<file path="src/rtl/memory_elements_pkg.sv">
// Shared types and helpers for the memory-element decoders: FSM state encoding,
// predecode sizing helpers and a one-hot integrity test.
package memory_elements_pkg;

  typedef enum logic [1:0] {
    WL_IDLE    = 2'd0,
    WL_DRIVE   = 2'd1,
    WL_RECOVER = 2'd2
  } wl_state_t;

  // Widest vector onehot_check() accepts; callers zero-extend into it.
  localparam int ONEHOT_MAX_W = 1024;

  function automatic int num_chunks(input int addr_width, input int chunk_width);
    return addr_width / chunk_width;
  endfunction

  function automatic int group_width(input int chunk_width);
    return 1 << chunk_width;
  endfunction

  function automatic logic onehot_check(input logic [ONEHOT_MAX_W-1:0] vec);
    return (vec != '0) && ((vec & (vec - 1'b1)) == '0);
  endfunction

endpackage

</file>
<file path="src/rtl/chunk_predecoder.sv">
// Combinational predecoder: one CHUNK_WIDTH address field to a one-hot group.
module chunk_predecoder #(
  parameter int CHUNK_WIDTH = 4
) (
  input  logic [CHUNK_WIDTH-1:0]      field,
  output logic [(1<<CHUNK_WIDTH)-1:0] onehot
);

  localparam int GW = 1 << CHUNK_WIDTH;
  localparam logic [GW-1:0] ONE = GW'(1);

  assign onehot = ONE << field;

endmodule

</file>
<file path="src/rtl/pipelined_wordline_decoder.sv">
// Two-stage registered address-to-wordline decoder with timed pulse/recover sequencing.
// Optional WORDLINE_ONEHOT_CHECK_EN adds a sticky decode-integrity checker on onehot_error.
module pipelined_wordline_decoder
  import memory_elements_pkg::*;
#(
  parameter int ADDR_WIDTH     = 8,
  parameter int CHUNK_WIDTH    = 4,
  parameter int PULSE_CYCLES   = 1,
  parameter int RECOVER_CYCLES = 1
) (
  input  logic                     clk,
  input  logic                     reset_n,
  input  logic                     req_valid,
  output logic                     req_ready,
  input  logic [ADDR_WIDTH-1:0]    req_address,
  output logic [(1<<ADDR_WIDTH)-1:0] wordline,
  output logic                     wordline_active,
  output logic                     pulse_done,
  output logic                     onehot_error
);

  localparam int ROWS       = 1 << ADDR_WIDTH;
  localparam int NUM_CHUNKS = num_chunks(ADDR_WIDTH, CHUNK_WIDTH);
  localparam int GW         = group_width(CHUNK_WIDTH);
  localparam int GROUPS_W   = NUM_CHUNKS * GW;
  localparam int CNT_MAX    = (PULSE_CYCLES > RECOVER_CYCLES) ? PULSE_CYCLES : RECOVER_CYCLES;
  localparam int CNT_W      = $clog2(CNT_MAX + 1);
  localparam logic [CNT_W-1:0] PULSE_LAST   = CNT_W'(PULSE_CYCLES - 1);
  localparam logic [CNT_W-1:0] RECOVER_LAST = CNT_W'(RECOVER_CYCLES - 1);

  genvar gi, gc;

  generate
    if (ADDR_WIDTH % CHUNK_WIDTH != 0) begin : g_bad_chunk
      $error("ADDR_WIDTH must be a multiple of CHUNK_WIDTH");
    end
    if (PULSE_CYCLES < 1 || RECOVER_CYCLES < 1) begin : g_bad_timing
      $error("PULSE_CYCLES and RECOVER_CYCLES must be at least 1");
    end
    if (ROWS > ONEHOT_MAX_W) begin : g_bad_rows
      $error("ADDR_WIDTH too large for onehot_check");
    end
  endgenerate

  logic [GROUPS_W-1:0] predec;
  logic [GROUPS_W-1:0] s1_groups_reg;
  logic                s1_valid_reg;
  logic [GROUPS_W-1:0] s2_groups_reg;
  wl_state_t           state_reg, state_next;
  logic [CNT_W-1:0]    cnt_reg, cnt_next;
  logic [ROWS-1:0]     row_decode;
  logic [ROWS-1:0]     wordline_reg;
  logic                wordline_active_reg;
  logic                pulse_done_reg;
  logic                s2_load;
  logic                accept;
  logic                recover_last;

  generate
    for (gi = 0; gi < NUM_CHUNKS; gi++) begin : g_chunk
      chunk_predecoder #(.CHUNK_WIDTH(CHUNK_WIDTH)) u_predec (
        .field  (req_address[gi*CHUNK_WIDTH +: CHUNK_WIDTH]),
        .onehot (predec[gi*GW +: GW])
      );
    end
  endgenerate

  // Each row is the AND of the one bit it needs from every predecoded group.
  generate
    for (gi = 0; gi < ROWS; gi++) begin : g_row
      logic [NUM_CHUNKS-1:0] hits;
      for (gc = 0; gc < NUM_CHUNKS; gc++) begin : g_hit
        assign hits[gc] = s2_groups_reg[gc*GW + ((gi >> (gc*CHUNK_WIDTH)) % GW)];
      end
      assign row_decode[gi] = &hits;
    end
  endgenerate

  assign recover_last = (state_reg == WL_RECOVER) && (cnt_reg == RECOVER_LAST);
  assign s2_load      = s1_valid_reg && ((state_reg == WL_IDLE) || recover_last);
  assign req_ready    = !s1_valid_reg || s2_load;
  assign accept       = req_valid && req_ready;

  always_comb begin
    state_next = state_reg;
    cnt_next   = cnt_reg;
    case (state_reg)
      WL_IDLE: begin
        if (s2_load) begin
          state_next = WL_DRIVE;
          cnt_next   = '0;
        end
      end
      WL_DRIVE: begin
        if (cnt_reg == PULSE_LAST) begin
          state_next = WL_RECOVER;
          cnt_next   = '0;
        end else begin
          cnt_next = cnt_reg + 1'b1;
        end
      end
      WL_RECOVER: begin
        if (recover_last) begin
          state_next = s2_load ? WL_DRIVE : WL_IDLE;
          cnt_next   = '0;
        end else begin
          cnt_next = cnt_reg + 1'b1;
        end
      end
      default: begin
        state_next = WL_IDLE;
        cnt_next   = '0;
      end
    endcase
  end

  always_ff @(posedge clk or negedge reset_n) begin
    if (!reset_n) begin
      s1_valid_reg  <= 1'b0;
      s1_groups_reg <= '0;
      s2_groups_reg <= '0;
      state_reg     <= WL_IDLE;
      cnt_reg       <= '0;
    end else begin
      if (accept) begin
        s1_valid_reg  <= 1'b1;
        s1_groups_reg <= predec;
      end else if (s2_load) begin
        s1_valid_reg <= 1'b0;
      end
      if (s2_load) begin
        s2_groups_reg <= s1_groups_reg;
      end
      state_reg <= state_next;
      cnt_reg   <= cnt_next;
    end
  end

  // Output stage trails the FSM by one cycle so the AND tree sees settled groups.
  always_ff @(posedge clk or negedge reset_n) begin
    if (!reset_n) begin
      wordline_reg        <= '0;
      wordline_active_reg <= 1'b0;
      pulse_done_reg      <= 1'b0;
    end else begin
      wordline_reg        <= (state_reg == WL_DRIVE) ? row_decode : '0;
      wordline_active_reg <= (state_reg == WL_DRIVE);
      pulse_done_reg      <= (state_reg == WL_DRIVE) && (cnt_reg == PULSE_LAST);
    end
  end

  assign wordline        = wordline_reg;
  assign wordline_active = wordline_active_reg;
  assign pulse_done      = pulse_done_reg;

`ifdef WORDLINE_ONEHOT_CHECK_EN
  logic group_bad;
  logic wordline_bad;
  logic onehot_error_reg;

  always_comb begin
    group_bad = 1'b0;
    for (int c = 0; c < NUM_CHUNKS; c++) begin
      if (!onehot_check(ONEHOT_MAX_W'(s1_groups_reg[c*GW +: GW]))) begin
        group_bad = 1'b1;
      end
    end
    wordline_bad = wordline_active_reg ? !onehot_check(ONEHOT_MAX_W'(wordline_reg))
                                       : (wordline_reg != '0);
  end

  always_ff @(posedge clk or negedge reset_n) begin
    if (!reset_n) begin
      onehot_error_reg <= 1'b0;
    end else if ((s1_valid_reg && group_bad) || wordline_bad) begin
      onehot_error_reg <= 1'b1;
    end
  end

  assign onehot_error = onehot_error_reg;
`else
  assign onehot_error = 1'b0;
`endif

endmodule

</file>
<file path="config.mk">
export PLATFORM = sky130hd
export DESIGN_NAME = pipelined_wordline_decoder
export DESIGN_NICKNAME = d
export VERILOG_FILES = /design/src/rtl/memory_elements_pkg.sv /design/src/rtl/chunk_predecoder.sv /design/src/rtl/pipelined_wordline_decoder.sv
export SDC_FILE = /design/constraint.sdc
export NUM_CORES = 1
export LEC_CHECK = 0
export CAP_MARGIN = 20
export CORE_ASPECT_RATIO = 0.9
export CORE_MARGIN = 5
export CORE_UTILIZATION = 44
export CTS_BUF_LIST = sky130_fd_sc_hd__clkbuf_8 sky130_fd_sc_hd__clkbuf_16
export DETAILED_ROUTE_END_ITERATION = 12
export PLACE_DENSITY = 0.76
export SLEW_MARGIN = 20
export SYNTH_ARGS = -nofsm -noshare
export SYNTH_HDL_FRONTEND = slang
export SYNTH_SLANG_ARGS = --single-unit
</file>
<file path="constraint.sdc">
create_clock -name clk -period 1.65 [get_ports clk]
set_clock_uncertainty 0.15 [all_clocks]
set_input_delay 0.495 -clock clk [delete_from_list [all_inputs] [get_ports clk]]
set_output_delay 0.495 -clock clk [all_outputs]
set_load 0.005 [all_outputs]
</file>
==> results.cfg <==
[status]
outcome = finished, violations left
violations = negative setup slack

[place]
pre_cts_ws_ns = -0.386
place_inst = 1389
post-dp-hpwl_um = 21200
globalplace.congestion = 0.820
portBuffers = 269

[drt]
vias_per_cell = 5.27
wl_um = 34700
first_pass_iters = 5
dr.first_iter.drc_count = 1014
routedWlPerCell_um = 23.5
ant_nets = 0
drc = 0
num_vias = 7770

[worst_setup_path]
ff2ff_path_depth = 9
crit_path_max_incr_delay_ns = 0.40
end_kind = output port
cpLargestDelayFamily = flip-flops
critical_path_class = flip-flop to output port
cp_data_required_time_ns = 1.00
rr_endpoint = s2_groups_reg[28]
start_kind = flip-flop
crit_buf_inv = 2
critPathSlowestCell = dfrtp_1
crit_arrival_ns = 1.50
timing.rr.start = state_reg[1]
r2r_slack_ns = -0.49
path_max_fanout = 3
critical_path.cell_chain = buf_4 -> ha_4 -> nand2b_4 -> nand2_2 -> buf_6

[clocking]
worstSkewPairLatency_ns = 0.56
cts_tree = yes
cts_buffer_depth = 3
cts_buffers = 31
clock_sinks = 326
cts_max_level = 1
cts-root-buf = clkbuf_16
clk_pin_slew_worst_paths_ns = 0.07

[floorplan]
initial_utilization_pct = 44.5
core_um2 = 25000
io-pin-count = 271
fp.dieH_um = 161
rows = 55
die_x_um = 178
die_area_um2 = 28600

[power_and_ir_drop]
power_density_nw_per_um2 = 1510
ir_worst_vdd_mv = 1.30
cellLeakagePower_nw = 9.40

[synthesis]
synth_seq_area_share_pct = 73.1
yosysUniqueCellTypes = 26
synthArstFlopShare_pct = 100
synthFlopType = dfrtp_1
synth_area_um2 = 11200
synth_cells = 783
yosysWarnings = 0
synth_edf_count = 0
syn_nets = 798
ys_seq_elements = 326
synth.avg_cell_area_um2 = 14.2

[timing]
drv_slew = 0
worst_slack_ns = -0.495
post-route-period-util_pct = 130
setup_viol = 524
rsz0062_at_grt = true
max_slew_margin_pct = 42.7
max_freq_ghz = 0.466
worstMarginPinSlew_ns = 0.860
fin_crit_ns = 2.14
hold_viol = 0

[grt]
grt_start_max_net_pins = 92
grt.met3_usage_pct = 4.75
track_usage_pct = 22.2
grt-ovfl-total = 0
grt_pass1_vias = 7744
grt.busiest_layer = met2
grtUsageMet2_pct = 36.3
antenna_found_initial = 0
grt_use_met1_pct = 30.8
grt_pass1_wl_um = 49100

[finish]
post-route-util_pct = 61.2
largest_reg_flops = 256
final_cell_mix = dfrtp_1 (326), and3_1 (255), buf_2 (250)
drive_above_1_share_pct = 40.1
layout.nets = 1123
areaGrowthSynthToFinish_pct = 37.4
instances_no_fill = 1474
final_common_cell = dfrtp_1

[run]
maxCapViolations = 0

[min_path]
min_path_type = input port to asynchronous set/reset pin
[layout make-up]
cell class,instances,area [um2]
inverter,4,15.0
timing repair buffer,359,2700
sequential,326,8160
clock inverter,21,259
clock buffer,35,831
fill,1948,9730
antenna,1,2.50
multi-input combinational,386,2930
tap,342,428
[where the power goes]
group	switching [W]	internal (W)
Sequential	0.00119	0.00848
Combinational	0.00300	0.00301
Clock	0.00300	0.00452
Total	0.00718	0.0160
[through the flow]
| step | total power (W) | hold WS (ns) | instance area (um2) | setup TNS, ns |
|---|---|---|---|---|
| 6_report | 0.0232 | 0.257 | 15300 | -42.08 |
| 5_1_grt | 0.0240 | 0.275 | 15300 | -70.23 |
| 4_1_cts | 0.0213 | 0.255 | 14700 | -35.20 |
| 3_5_place_dp | 0.0137 | 0.236 | 14700 | -17.43 |
| 3_3_place_gp | 0.0136 | 0.238 | 14700 | -16.32 |
| 2_1_floorplan | 0.0112 | 0.0494 | 11200 | -4.75 |
[cell usage after synthesis (2+ instances only)]
| cell type | instances | area, um2 |
|---|---|---|
| nand2_1 | 6 | 22.5 |
| dfrtp_1 | 326 | 8160 |
| nor4_1 | 2 | 12.5 |
| inv_1 | 4 | 15.0 |
| and3_1 | 256 | 1600 |
| nor3_1 | 12 | 60.1 |
| nor2b_1 | 2 | 12.5 |
| mux2_1 | 64 | 721 |
| buf_2 | 3 | 15.0 |
| ha_1 | 4 | 50.1 |
| nor2_1 | 18 | 67.6 |
| buf_6 | 3 | 33.8 |
| nand2b_1 | 11 | 68.8 |
| clkbuf_1 | 60 | 225 |
[worst max path at each step]
stage	from	slack, ns	endpoint	cells past startpoint
final	state_reg[1]	-0.49	req_ready	5
after global routing	state_reg[1]	-0.56	req_ready	5
after CTS	state_reg[0]	-0.50	req_ready	5
after detailed placement	req_valid	-0.39	s1_groups_reg[3]	4
after global placement	req_valid	-0.35	s1_groups_reg[14]	4
after floorplan	state_reg[0]	-0.08	s1_groups_reg[10]	6
[timing repair]
action                                  4_1_cts  5_1_grt
hold buffers                                  1        0
gates resized for setup                    1064       44
endpoints found under the hold margin       140        0
endpoints found under the setup margin      323      558
pin swaps                                     2        5
setup buffers                                 3        8
cloned                                        1       16
[kinds of logic after synthesis]
kind of cell	share of synthesized area [%]
adder cells (fa/ha/maj)	0.449
buffers and inverters	2.66
multiplexers	6.46
AO/OA/AOI/OAI	0.550
other	0.0336
AND/OR/NAND/NOR	16.7
flip-flops	73.1
[routing by layer]
layer  routed length [um]  up-vias  share of wire (%)
met5                    0        -                  0
met4                  935        0                2.7
met3                 2810       65                8.1
met2                16900      368                 49
met1                14100     4002                 41
li1                     -     3335                  -
Note: power is estimated with default switching activity, not from simulation.
